## config.mk

```make
export PLATFORM = sky130hd
export DESIGN_NAME = uart_tx_arbiter
export DESIGN_NICKNAME = d
export VERILOG_FILES = /design/src/rtl/uart_tx_arbiter.sv
export SDC_FILE = /design/constraint.sdc
export NUM_CORES = 1
export LEC_CHECK = 0
export CORE_MARGIN = 10
export CORE_UTILIZATION = 35
export DETAILED_ROUTE_END_ITERATION = 6
export GPL_ROUTABILITY_DRIVEN = 0
export SETUP_SLACK_MARGIN = 0.15
export SLEW_MARGIN = 20
export SYNTH_ARGS = -nofsm -noshare
export SYNTH_HDL_FRONTEND = slang
export SYNTH_SLANG_ARGS = --single-unit
export TNS_END_PERCENT = 30
```

## constraint.sdc

```tcl
create_clock -name clk -period 2.33 [get_ports clk]
set_input_delay 0.466 -clock clk [delete_from_list [all_inputs] [get_ports clk]]
set_output_delay 0.466 -clock clk [all_outputs]
set_load 0.01 [all_outputs]
```

## src/rtl/uart_tx_arbiter.sv

```systemverilog
// Round-robin arbiter sharing one uart_tx between N_REQ byte sources.
// A grant stays with its owner for a whole message; an idle owner loses it after HOLD_TIMEOUT cycles.
`timescale 1ns/1ps
module uart_tx_arbiter #(
   parameter int NB_DATA      = 8,
   parameter int N_REQ        = 2,
   parameter int HOLD_TIMEOUT = 1000
) (
   input  logic                     clk,
   input  logic                     i_rst,
   input  logic [N_REQ-1:0]         i_req,
   input  logic [N_REQ-1:0]         i_last,
   input  logic [N_REQ*NB_DATA-1:0] i_data,
   output logic [N_REQ-1:0]         o_ack,
   output logic [N_REQ-1:0]         o_gnt,
   output logic                     o_tx_start,
   output logic [NB_DATA-1:0]       o_tx_data,
   input  logic                     i_tx_done,
   output logic                     o_busy,
   output logic                     o_err,
   output logic [1:0]               o_state
);

   localparam int IDX_W = (N_REQ > 1) ? $clog2(N_REQ) : 1;
   localparam int CNT_W = $clog2(HOLD_TIMEOUT + 1);

   typedef enum logic [1:0] {
      IDLE      = 2'd0,
      WAIT_DONE = 2'd1,
      HOLD      = 2'd2
   } state_t;

   // Handshake: requester k holds i_req[k] with stable i_data/i_last until o_ack[k]
   // pulses; the byte is taken on that pulse and the requester may then move on.
   state_t             state_q, state_d;
   logic [IDX_W-1:0]   owner_q, owner_d;
   logic [IDX_W-1:0]   rr_q, rr_d;
   logic [CNT_W-1:0]   cnt_q, cnt_d;
   logic               last_q, last_d;
   logic [N_REQ-1:0]   gnt_q, gnt_d;
   logic [N_REQ-1:0]   ack_q, ack_d;
   logic               start_q, start_d;
   logic [NB_DATA-1:0] data_q, data_d;
   logic               busy_q, busy_d;
   logic               err_q, err_d;

   logic [NB_DATA-1:0] data_arr [N_REQ];
   logic [2*N_REQ-1:0] req_rot;
   logic               win_found;
   logic [IDX_W:0]     win_sum;
   logic [IDX_W-1:0]   win_idx;
   logic [IDX_W-1:0]   owner_next;
   logic               issue;
   logic [IDX_W-1:0]   issue_idx;

   for (genvar g = 0; g < N_REQ; g++) begin : g_unpack
      assign data_arr[g] = i_data[g*NB_DATA +: NB_DATA];
   end

   // Rotate so the rr pointer sits at bit 0; the first set bit is the winner.
   assign req_rot = {i_req, i_req} >> rr_q;

   always_comb begin
      win_found = 1'b0;
      win_sum   = '0;
      for (int i = 0; i < N_REQ; i++) begin
         if (!win_found && req_rot[i]) begin
            win_found = 1'b1;
            win_sum   = {1'b0, rr_q} + (IDX_W+1)'(i);
         end
      end
      if (win_sum >= (IDX_W+1)'(N_REQ)) begin
         win_sum = win_sum - (IDX_W+1)'(N_REQ);
      end
      win_idx = win_sum[IDX_W-1:0];
   end

   assign owner_next = (owner_q == IDX_W'(N_REQ - 1)) ? '0 : owner_q + IDX_W'(1);

   always_comb begin
      state_d   = state_q;
      owner_d   = owner_q;
      rr_d      = rr_q;
      cnt_d     = cnt_q;
      last_d    = last_q;
      gnt_d     = gnt_q;
      data_d    = data_q;
      start_d   = 1'b0;
      ack_d     = '0;
      err_d     = 1'b0;
      issue     = 1'b0;
      issue_idx = owner_q;

      case (state_q)
         IDLE: begin
            if (win_found) begin
               issue     = 1'b1;
               issue_idx = win_idx;
            end
         end
         WAIT_DONE: begin
            // A done coinciding with our own start pulse belongs to no byte of ours.
            if (i_tx_done && !start_q) begin
               if (last_q) begin
                  state_d = IDLE;
                  gnt_d   = '0;
                  rr_d    = owner_next;
               end else if (i_req[owner_q]) begin
                  issue = 1'b1;
               end else begin
                  state_d = HOLD;
                  cnt_d   = '0;
               end
            end
         end
         HOLD: begin
            if (i_req[owner_q]) begin
               issue = 1'b1;
            end else if (cnt_q == CNT_W'(HOLD_TIMEOUT - 1)) begin
               err_d   = 1'b1;
               state_d = IDLE;
               gnt_d   = '0;
               rr_d    = owner_next;
            end else begin
               cnt_d = cnt_q + CNT_W'(1);
            end
         end
         default: state_d = IDLE;
      endcase

      if (issue) begin
         state_d = WAIT_DONE;
         owner_d = issue_idx;
         gnt_d   = N_REQ'(1) << issue_idx;
         ack_d   = N_REQ'(1) << issue_idx;
         data_d  = data_arr[issue_idx];
         last_d  = i_last[issue_idx];
         start_d = 1'b1;
      end

      busy_d = (state_d != IDLE);
   end

   always_ff @(posedge clk) begin
      if (i_rst) begin
         state_q <= IDLE;
         owner_q <= '0;
         rr_q    <= '0;
         cnt_q   <= '0;
         last_q  <= 1'b0;
         gnt_q   <= '0;
         ack_q   <= '0;
         start_q <= 1'b0;
         data_q  <= '0;
         busy_q  <= 1'b0;
         err_q   <= 1'b0;
      end else begin
         state_q <= state_d;
         owner_q <= owner_d;
         rr_q    <= rr_d;
         cnt_q   <= cnt_d;
         last_q  <= last_d;
         gnt_q   <= gnt_d;
         ack_q   <= ack_d;
         start_q <= start_d;
         data_q  <= data_d;
         busy_q  <= busy_d;
         err_q   <= err_d;
      end
   end

   assign o_ack      = ack_q;
   assign o_gnt      = gnt_q;
   assign o_tx_start = start_q;
   assign o_tx_data  = data_q;
   assign o_busy     = busy_q;
   assign o_err      = err_q;
   assign o_state    = state_q;

endmodule
```

# == Yosys cells after proc, flatten, opt, wreduce, memory -nomap -nowiden ==
# Index checks and enable logic that the tools add are counted.
# word_totals
register_bits,30
input_bits,23
elab_cells,97
# op_classes
muxes,46
bitwise_logic,3
n_addsub,4
eq_ne,14
n_reduce_logical,13
magnitude_cmp,4
shift,2
# ops
operator,count
2-to-1 mux 10 bit,5
2-to-1 mux 2 bit,12
2-to-1 mux 8 bit,3
2-to-1 mux 1 bit,21
case mux 10 bit (2 select lines),1
"!= test 2 bit, second input constant",7
"!= test 3 bit, second input constant",4
"adder 10 x 1 -> 10 bit, second input constant",1
"equality test 10 bit, second input constant",1
AND reduction 5 bit,2
case mux 2 bit (3 select lines),1
AND reduction 6 bit,1
">= comparator 2 bit, second input constant",2
"< comparator 1 x 2 -> 1 bit, second input constant",2
case mux 2 bit (2 select lines),1
nonzero test 2 bit,2
right shift 4 x 1 -> 2 bit,1
case mux 1 bit (3 select lines),1
nonzero test 3 bit,1
OR reduction 3 bit,1
"adder 1 x 1 -> 2 bit, second input constant",1
"equality test 2 x 1 -> 1 bit, second input constant",1
"equality test 2 bit, second input constant",1
logical AND 1 bit,2
other kinds (9),11

# == Longest topological paths before layout ==
# Gate-level depths: netlist (run 1).
# logic_depth
word_depth,13
depth_mapped,8
depth_no_buf,6

# == Worst setup path after synthesis (run 1) ==
# Ideal clock, no wire load.
# synth_path
path_kind,flip-flop to flip-flop
from,"register state_q[1], in the netlist o_state[1]"
to,register cnt_q[4]
synth_period_minus_slack_ns,1.822
path_stages_with_launch,7
setup_slack_ns,0.508
required_time_ns,2.214
arrival_time_ns,1.706
path_buffers,1
cell_sequence,dfxtp_1 buf_4 nor2b_1 a21oi_4 nor4b_4 a31oi_1 a41o_1
# synth_via
elab_chain_cells,3
word_cells_on_any_way,10
cone_classes,eq/ne: 7; mux: 1; reduce/logical: 2
# synth_rtl
item,line,source
start: declaration,35,"state_t state_q, state_d;"
start signal: assignment,158,state_q <= state_d;
equality test 2 bit / equality test 2 x 1 -> 1 bit (equally long branches),94,case (state_q)
!= test 2 bit (no line) / nonzero test 2 bit (equally long branches),n/a,
AND reduction 6 bit (no line),n/a,
end signal: assignment,161,cnt_q <= cnt_d;
end: declaration,38,"logic [CNT_W-1:0] cnt_q, cnt_d;"
# Parallel ways exist; a longest one is shown, timed or not.
# A chain may end at the register's enable or synchronous reset.

# == Final worst setup path (run 1) ==
# layout_path
from,input i_req[0]
to,register cnt_q[4]
# layout_via
elab_chain_cells,4
word_cells_on_any_way,5
cone_classes,eq/ne: 2; mux: 2; reduce/logical: 1
# layout_rtl
item,line,source
start: declaration,11,"input logic [N_REQ-1:0] i_req,"
2-to-1 mux 1 bit (not written as such) * (2 in a row),"108, 117",
!= test 2 bit (no line),n/a,
AND reduction 6 bit (no line) *,n/a,
# Every way passes the cells marked *; elsewhere a longest branch is shown, timed or not. The select of a mux whose other input is x is not followed.

==> metrics.md, run 1 <==
| Metric | Value |
|---|---|
| Status | complete, no violations |
| Ports | 40 |
| Total Wirelength | 3.88 mm |
| DR WL/cell | 15.1 µm |
| Pre-antenna DRT Iters | 4 |
| Async set-reset flop share out of synthesis | 0% |
| #FFs+latches synth | 30 |
| Post_cts resized | 0 |
| Register area share after synthesis | 39.8% |
| Critical path endpoint category | register |
| Endpoints failing setup | 0 |
| Hold endpoint | rr_q$_SDFFE_PP0P_ |
| CTS Buf Count | 5 |
| Layout cells sized above 1 | 14.0% |
| Maximum VDD drop | 0.400 mV |
| CTS sink cnt | 30 |
| Clock Path Buffers | 2 |
| Antenna cells | 0 |
| Die area | 0.00734 mm² |
| Initial core utilization | 37.0% |
| Post-synth EDFFs | 0 |
| Vias in the first global route | 1390 |
| Hold_sp | rr_q$_SDFFE_PP0P_ |
| Post-CTS Hold Buffers | 0 |
| CTS Root Cell | clkbuf_8 |
| Net Count, Synth | 185 |
| Area growth from synthesis to layout | 36.5% |
| Largest net degree at the start of global routing | 22 |
| Avg Inst Size Synth | 9.38 µm² |
| Post-Synthesis Cells | 161 |
| Max-cap violations | 0 |
| Clk_skew | 0.0110 ns |
| Fin crit share | 87.2% |
| DR DRC count | 0 |
| Setup crit start kind | input port |
| R2R Setup Slk | 0.45 ns |
| RSZ-0062 raised after global routing | no |
| Row Count | 23 |
| Vias per Instance | 5.32 |
| All-layer global routing usage | 10.5% |
| R2r worst-path depth | 5 |
| Post-synthesis cell type count | 39 |
| Initial DRC count | 98 |
| Final-stage net count | 231 |
| Worst EP required | 2.51 ns |
| Post-CTS Setup Bufs | 0 |
| Hold path depth | 2 |
| CP arrival | 2.21 ns |
| Dpl hpwl | 3.01 mm |
| Most common cell after layout, fill and taps aside | clkdlybuf4s50_1 |
| Non-Filler Instances | 257 |
| Headroom to the max-slew limit | 71.2% |
| Yosys Warn Count | 0 |
| Via count | 1367 |
| Die H | 85.7 µm |
| Placeable Area | 0.00409 mm² |
| Seq. cell area | 601 µm² |
| Critical path class | in -> reg |
| TritonCTS clock tree | yes |
| Setup TNS | 0 ns |
| Synth Cell Area | 0.00151 mm² |
| Worst skew pair latency | 0.29 ns |
| Commonest non-fill, non-tap cells in the layout | clkdlybuf4s50_1, dfxtp_1, nor2_1 |
| Min Clock Period, post-route | 2.03 ns |
| RR Startpoint | owner_q$_SDFFE_PP0P_ |
| Worst r2r dst | cnt_q[4]$_SDFFE_PP0P_ |
| Fmax | 0.492 GHz |
| Hold slack | 0.498 ns |
| Final core occ | 50.5% |
| Top_reg_cell synth | dfxtp_1 |
| GRT overflow | 0 |
| H-Tree Depth | 2 |
| # fillers | 381 |
| Post-Place Cells | 250 |
| Tightest Pin Transition | 0.429 ns |
| Die width | 85.7 µm |
| First-pass GRT wire length | 6.38 mm |
| Routed Antenna Nets | 0 |
| Antenna violations before repair | 0 |
| Area of the multi-input gates | 855 µm² |
| Final Hold Vio Count | 0 |
| Pwr dens | 610 mW/mm² |
| Count of input and output buffers | 39 |
| Fin. max-slew vios | 0 |
| Worst Hold Class | reg -> reg |
| Critical Path Fanout Max | 5 |
| Clk slew on worst S/H paths | 0.07 ns |
| LEAKAGE | 0.780 nW |
-- routing by layer --
layer | routed length, µm | GRT usage (%)
met2 | 1710 | 16.3
met4 | 76 | 5.39
met5 | 0 | 0
met1 | 1690 | 11.0
met3 | 394 | 6.34
-- registers in the layout, summed over array words and instances, names as in the netlist --
signal and count:
cnt_q 10, last_q 1, o_ack 2, o_busy 1, o_err 1, o_gnt 2, o_state 2, o_tx_data 8
o_tx_start 1, owner_q 1, rr_q 1
-- report_power, final --
| part | internal, W | switching, W |
|---|---|---|
| registers | 0.000550 | 0.0000266 |
| clock network | 0.000200 | 0.000189 |
| logic | 0.000155 | 0.000138 |
-- logic make-up after synthesis --
logic type,share of synthesized area (%)
xor+xnor,1.16
compound gates,20.8
simple gates,25.7
flops,39.8
fa+ha+maj,0.828
mux,8.12
buf+inv,3.65
-- cell type report --
class | instances | area share [%]
tap | 50 | 3.03
multi-input combinational | 119 | 41.4
inverter | 4 | 0.728
timing repair buffer | 47 | 21.8
clock inverter | 2 | 0.485
sequential | 30 | 29.1
clock buffer | 5 | 3.34
-- synthesized netlist by cell type, types with 4 or more instances --
cell type | number | area (µm²)
nand2_1 | 13 | 48.8
dfxtp_1 | 30 | 601
a31o_2 | 5 | 43.8
buf_2 | 5 | 25.0
nand2b_1 | 4 | 25.0
a211oi_1 | 10 | 75.1
a21oi_1 | 11 | 55.1
mux2i_1 | 10 | 100
nor2_1 | 19 | 71.3
or3_1 | 4 | 25.0
inv_1 | 4 | 15.0
o21ai_0 | 4 | 20.0
-- how the worst max path moves through the flow --
stage	startpoint	end	slack, ns
final	i_req[0]	cnt_q[4]$_SDFFE_PP0P_	0.30
after global routing	i_req[0]	cnt_q[4]$_SDFFE_PP0P_	0.23
after CTS	i_req[0]	cnt_q[4]$_SDFFE_PP0P_	0.31
after detailed placement	i_req[0]	cnt_q[4]$_SDFFE_PP0P_	0.02
after global placement	i_req[0]	cnt_q[2]$_SDFFE_PP0P_	0.07
after floorplan	o_state[1]$_SDFF_PP0_	cnt_q[4]$_SDFFE_PP0P_	0.51
-- through the flow --
stage               setup slack (ns)  power [W]  cell area (µm²)
floorplan                      0.508   0.000743             1510
global placement              0.0698   0.000876             1980
detailed placement            0.0162   0.000883             1980
CTS                            0.315    0.00128             2060
global route                   0.231    0.00132             2060
finish                         0.299    0.00126             2060
-- critical path, cell delays in order --
cell and delay (ns):
clkdlybuf4s50_1 0.49, mux2i_4 0.34, a21oi_4 0.14, nor4b_4 0.41
a31oi_1 0.14, a41o_1 0.22
(Power assumes the default switching activity.)
==> run 2: changes to the inputs <==
--- a/config.mk
+++ b/config.mk
@@ -9,6 +9,7 @@
 export CORE_UTILIZATION = 35
 export DETAILED_ROUTE_END_ITERATION = 6
 export GPL_ROUTABILITY_DRIVEN = 0
+export GPL_TIMING_DRIVEN = 0
 export SETUP_SLACK_MARGIN = 0.15
 export SLEW_MARGIN = 20
 export SYNTH_ARGS = -nofsm -noshare
==> run 2 against run 1 <==
  * Clock skew down 0.0091 ns
  * Maximum frequency up 0.53%
  * Setup slack better by 0.011 ns
  * Core utilization up 0.12 points
  * Clock-buffer cell count up 2
  * Sequential power about the same
  * Cell area up 0.24%
  * Die area unchanged
  * Combinational power about the same
  * Sequential share of layout area down 0.070 points
  * Sequential cell count unchanged
==> metrics.md, run 2 (synthesis gave the netlist of run 1 again) <==
| Metric | Value |
|---|---|
| Critical path class | in -> reg |
| Worst skew pair latency | 0.28 ns (about the same) |
| Pre-antenna DRT Iters | 4 (unchanged) |
| Met3 wire length | 380 µm (-3.6%) |
| Post-CTS Hold Buffers | 0 (unchanged) |
| Antenna cells | 0 (unchanged) |
| Worst EP required | 2.52 ns (about the same) |
| Met2 Wirelength | 1.73 mm (+0.70%) |
| Max-cap violations | 0 (unchanged) |
| Int Pwr | 0.000940 W (+4.0%) |
| Tightest Pin Transition | 0.641 ns (+0.212 ns) |
| Min Clock Period, post-route | 2.02 ns (-0.0107 ns) |
| Initial DRC count | 42 (-57%) |
| H-Tree Depth | 2 (unchanged) |
| Clk_skew | 0.00195 ns (-0.00909 ns) |
| Routed Antenna Nets | 0 (unchanged) |
| Switch Pwr | 0.000357 W (+0.85%) |
| Number of flip-flops in the largest register | 10 (unchanged) |
| Area growth from synthesis to layout | 36.9% |
| Antenna violations before repair | 0 (unchanged) |
| Count of input and output buffers | 39 (unchanged) |
| Top Metal Used | met4 |
| Worst Hold Class | reg -> reg |
| R2R Setup Slk | 0.34 ns (-0.11 ns) |
| RR Startpoint | owner_q$_SDFFE_PP0P_ |
| First-pass GRT wire length | 6.73 mm (+5.5%) |
| Setup crit start kind | input port |
| Non-Filler Instances | 259 (+0.78%) |
| Sequential share of power | 44.5% (-1.3 points) |
| Endpoints failing setup | 0 (unchanged) |
| Final Hold Vio Count | 0 (unchanged) |
| Pwr dens | 628 mW/mm² (+2.9%) |
| RSZ-0062 raised after global routing | yes |
| Critical path launch point | i_tx_done |
| Vias in the first global route | 1428 (+2.7%) |
| Post-Route M1 WL | 1.72 mm (+1.8%) |
| Die width | 85.7 µm (unchanged) |
| Die area | 0.00734 mm² (unchanged) |
| Layout cells sized above 1 | 13.4% (-0.61 points) |
| R2r worst-path depth | 6 (+1) |
| Hold_sp | rr_q$_SDFFE_PP0P_ |
| Maximum VDD drop | 0.284 mV (-29%) |
| Critical path endpoint category | register |
| Clock power frac | 33.0% (+2.1 points) |
| CP arrival | 2.21 ns (about the same) |
| Final instance area | 0.00207 mm² (+0.24%) |
| Fin. max-slew vios | 0 (unchanged) |
| Fin crit share | 86.7% (-0.46 points) |
| Headroom to the max-slew limit | 56.8% (-14 points) |
| CTS sink cnt | 30 (unchanged) |
| CP endpoint | o_tx_data[5]$_SDFFE_PP0P_ |
| Status | complete, no violations |
| Commonest non-fill, non-tap cells in the layout | clkdlybuf4s50_1, dfxtp_1, nor2_1 |
| Clock Path Buffers | 2 (unchanged) |
| Logic pwr share | 22.5% (-0.8 points) |
| Largest Register | cnt_q |
| Post-Place Cells | 250 (unchanged) |
| DR WL/cell | 15.0 µm (-0.67%) |
| Switching share of power | 27.5% (-0.61 points) |
| Final-stage net count | 232 (+0.43%) |
| Clk slew on worst S/H paths | 0.06 ns (about the same) |
| Placeable Area | 0.00409 mm² (unchanged) |
| Fmax | 0.495 GHz (+0.53%) |
| All-layer global routing usage | 11.0% (+0.49 points) |
| Ports | 40 (unchanged) |
| Dpl cell area | 0.00196 mm² (-1.0%) |
| # fillers | 396 (+3.9%) |
| Die H | 85.7 µm (unchanged) |
| Largest net degree at the start of global routing | 11 (-50%) |
| CTS Buf Count | 5 (unchanged) |
| Dpl hpwl | 3.08 mm (+2.2%) |
| CTS Root Cell | clkbuf_8 |
| Most common cell after layout, fill and taps aside | clkdlybuf4s50_1 |
| Vias per Instance | 5.32 (about the same) |
| DR DRC count | 0 (unchanged) |
| LEAKAGE | 0.795 nW (+2.0%) |
| GRT overflow | 0 (unchanged) |
| TritonCTS clock tree | yes |
| Worst r2r dst | cnt_q[8]$_SDFFE_PP0P_ |
| Total Wirelength | 3.88 mm (+0.10%) |
| Via count | 1377 (+0.73%) |
| Row Count | 23 (unchanged) |
| Critical Path Fanout Max | 10 (+5) |
| Initial core utilization | 37.0% (unchanged) |
| Final core occ | 50.6% (+0.12 points) |
-- run 2: cell types whose count changed in the layout (fill, tap and decap cells not counted) --
cell	previous run	this run
clkbuf_1	0	3
buf_4	8	2
dlymetal6s2s_1	0	2
buf_2	0	5
clkbuf_8	5	6
clkdlybuf4s50_1	39	37
clkinv_2	2	1
-- run 2: cell type report --
type / count / area (µm²) / area share (%)
clock buffer: 7 / 86.3 / 4.18
inverter: 4 / 15.0 / 0.726
sequential: 30 / 601 / 29.1
tap: 50 / 62.6 / 3.03
buffer: 8 / 40.0 / 1.94
clock inverter: 1 / 5.00 / 0.242
multi-input combinational: 119 / 855 / 41.3
timing repair buffer: 40 / 403 / 19.5
-- run 2: layer usage --
| metal | up-vias | GRT usage, % |
|---|---|---|
| li1 | 684 | - |
| met1 | 643 | 12.5 |
| met2 | 44 | 17.1 |
| met3 | 6 | 6.15 |
| met4 | 0 | 3.89 |
| met5 | - | 0 |
-- run 2: per-stage QoR --
| stage | hold slack [ns] | worst slack (ns) | total power (W) | TNS, ns |
|---|---|---|---|---|
| finish | 0.494 | 0.310 | 0.00130 | 0 |
| global placement | 0.472 | -0.108 | 0.000878 | -0.323 |
| global route | 0.525 | 0.104 | 0.00137 | 0 |
| detailed placement | 0.484 | -0.147 | 0.000884 | -0.514 |
| CTS | 0.494 | 0.152 | 0.00132 | 0 |
| floorplan | 0.454 | 0.508 | 0.000743 | 0 |
-- run 2: what timing repair did --
action / in CTS / in global routing
setup buffers: 0 / 1
endpoints found under the setup margin: 0 / 9
resized for setup: 0 / 2
-- run 2: power groups by stage --
stage                     registers, W  clock network, W  logic (W)
after global placement        0.000587                 0   0.000291
after detailed placement      0.000587                 0   0.000296
final                         0.000577          0.000428   0.000292
after floorplan               0.000599                 0   0.000145
after CTS                     0.000577          0.000443   0.000297
after global routing          0.000582          0.000468   0.000323
-- run 2: worst min-delay path by stage --
stage / slack (ns) / cells after the start / end
after detailed placement: 0.48 / 2 / rr_q$_SDFFE_PP0P_
after global routing: 0.53 / 2 / rr_q$_SDFFE_PP0P_
after global placement: 0.47 / 2 / rr_q$_SDFFE_PP0P_
after floorplan: 0.45 / 2 / rr_q$_SDFFE_PP0P_
after CTS: 0.49 / 2 / rr_q$_SDFFE_PP0P_
final: 0.49 / 2 / rr_q$_SDFFE_PP0P_
-- run 2: critical path: stages --
cell	delay (ns)
clkdlybuf4s50_1	0.47
nor2b_1	0.18
nand3b_1	0.18
o31ai_4	0.35
buf_2	0.28
nor2_1	0.06
a211oi_1	0.22
==> run 3: changes to the inputs <==
==> constraint.sdc (replaced) <==
create_clock -name clk -period 2 [get_ports clk]
set_input_delay 0.4 -clock clk [delete_from_list [all_inputs] [get_ports clk]]
set_output_delay 0.4 -clock clk [all_outputs]
set_load 0.01 [all_outputs]
==> run 3 against run 2 <==
  * Critical path depth did not move
  * Global-route usage rose by 0.35 points
  * Critical path type is now reg -> reg
  * Highest routed layer unchanged
  * Critical endpoint is now o_gnt[1]$_SDFFE_PP0P_
  * Clock power rose by 18%
  * Sequential share of layout area fell by 1.6 points
  * Sequential cell count did not move
==> metrics.md, run 3 (synthesis gave the netlist of run 1 again) <==
| Metric | Value |
|---|---|
| Final Hold Vio Count | 0 (unchanged) |
| Initial DRC count | 59 (+40%) |
| Post-CTS Hold Buffers | 0 (unchanged) |
| Worst EP required | 2.21 ns (-0.31 ns) |
| CTS Buf Count | 5 (unchanged) |
| Fin. max-slew vios | 0 (unchanged) |
| Max-cap violations | 0 (unchanged) |
| R2R Setup Slk | 0.16 ns (-0.18 ns) |
| Total power | 0.00157 W (+21%) |
| Clk_skew | 0.00201 ns (+0.0000551 ns) |
| Clock Path Buffers | 2 (unchanged) |
| Setup crit start kind | register |
| Row Count | 23 (unchanged) |
| DR DRC count | 0 (unchanged) |
| Placeable Area | 0.00409 mm² (unchanged) |
| GRT overflow | 0 (unchanged) |
| Antenna cells | 0 (unchanged) |
| Final-stage net count | 240 (+3.4%) |
| Dpl hpwl | 3.08 mm (unchanged) |
| Total Wirelength | 4.14 mm (+6.6%) |
| Min Clock Period, post-route | 1.84 ns |
| Pwr dens | 716 mW/mm² (+14%) |
| LEAKAGE | 0.849 nW (+6.8%) |
| Area growth from synthesis to layout | 45.6% |
| Maximum VDD drop | 0.334 mV (+17%) |
| CTS Root Cell | clkbuf_8 |
| Headroom to the max-slew limit | 62.8% (+5.9 points) |
| Status | complete, no violations |
| Pre-antenna DRT Iters | 4 (unchanged) |
| Tightest Pin Transition | 0.558 ns (-0.0831 ns) |
| # fillers | 388 (-2.0%) |
| Critical Path Fanout Max | 9 (-1) |
| RR Startpoint | o_state[1]$_SDFF_PP0_ |
| Critical path class | reg -> reg |
| Most common cell after layout, fill and taps aside | clkdlybuf4s50_1 |
| Layout cells sized above 1 | 21.2% (+7.8 points) |
| Die width | 85.7 µm (unchanged) |
| Die H | 85.7 µm (unchanged) |
| CTS sink cnt | 30 (unchanged) |
| Worst skew pair latency | 0.28 ns (about the same) |
| Commonest non-fill, non-tap cells in the layout | clkdlybuf4s50_1, dfxtp_1, nor2_1 |
| RSZ-0062 raised after global routing | yes |
| Initial core utilization | 37.0% (unchanged) |
| Endpoints failing setup | 0 (unchanged) |
| Critical path launch point | o_state[1]$_SDFF_PP0_ |
| Largest Register | cnt_q |
| Hold_sp | rr_q$_SDFFE_PP0P_ |
| Via count | 1420 (+3.1%) |
| DR WL/cell | 15.5 µm (+3.5%) |
| Critical path endpoint category | register |
| Hold slack | 0.493 ns (-0.000920 ns) |
| H-Tree Depth | 2 (unchanged) |
| Number of flip-flops in the largest register | 10 (unchanged) |
| Fmax | 0.543 GHz |
| Routed Antenna Nets | 0 (unchanged) |
| Count of input and output buffers | 39 (unchanged) |
| Clk slew on worst S/H paths | 0.06 ns (about the same) |
| Vias in the first global route | 1488 (+4.2%) |
| Antenna violations before repair | 0 (unchanged) |
| Fin crit share | 92.1% |
| First-pass GRT wire length | 6.96 mm (+3.3%) |
| All-layer global routing usage | 11.4% (+0.35 points) |
| Vias per Instance | 5.32 (about the same) |
| Worst Hold Class | reg -> reg |
| Ports | 40 (unchanged) |
| Die area | 0.00734 mm² (unchanged) |
| Setup TNS | 0 ns (unchanged) |
| Largest net degree at the start of global routing | 11 (unchanged) |
| TritonCTS clock tree | yes |
| CP arrival | 2.05 ns (-0.16 ns) |
[run 3: critical path, cell delays in order (launching register included)]
cell and delay [ns]:
dfxtp_1 0.32, buf_4 0.17, a21boi_0 0.10, o221ai_1 0.31
o31ai_4 0.20, buf_4 0.18, or3_1 0.36, a21oi_1 0.14
[run 3: power breakdown]
part	total (W)	internal, W	leakage [nW]	switching (W)
Combinational	0.000395	0.000213	0.555	0.000182
Clock	0.000503	0.000277	0.0482	0.000226
Sequential	0.000675	0.000642	0.246	0.0000337
Total	0.00157	0.00113	0.849	0.000442
[run 3: cell type report]
class,instances,area [µm²],share of cell area [%]
Tap cell,50,62.6,2.85
Buffer,8,55.1,2.50
Clock buffer,7,86.3,3.93
Sequential cell,30,603,27.4
Multi-Input combinational cell,119,897,40.8
Inverter,4,15.0,0.683
Clock inverter,1,5.00,0.228
Timing Repair Buffer,48,474,21.6
[run 3: layer usage]
metal	routed length (µm)	vias up	GRT usage, %
met5	0	-	0
met4	48	0	3.89
met3	427	6	6.72
met2	1910	48	17.8
met1	1750	666	12.5
li1	-	700	-
[run 3: worst paths after layout]
path,cells past startpoint,endpoint
setup reg to reg,7,o_gnt[1]$_SDFFE_PP0P_
hold reg to reg,2,rr_q$_SDFFE_PP0P_
setup / recovery,7,o_gnt[1]$_SDFFE_PP0P_
hold / removal,2,rr_q$_SDFFE_PP0P_
[run 3: what timing repair did]
action | 4_1_cts | 5_1_grt
gates resized for setup | 5 | 16
setup endpoints to repair | 21 | 26
gates cloned | 0 | 1
pin swaps | 5 | 3
setup buffers | 6 | 2
[run 3: through the flow]
stage               util [%]  std cells  instance area (µm²)  worst slack [ns]
floorplan                  -        161                 1510             0.178
global placement        48.0        250                 1960            -0.372
detailed placement      48.0        250                 1960            -0.411
CTS                     51.8        264                 2120            0.0669
global route            53.8        267                 2200            0.0539
finish                  53.8        267                 2200             0.158
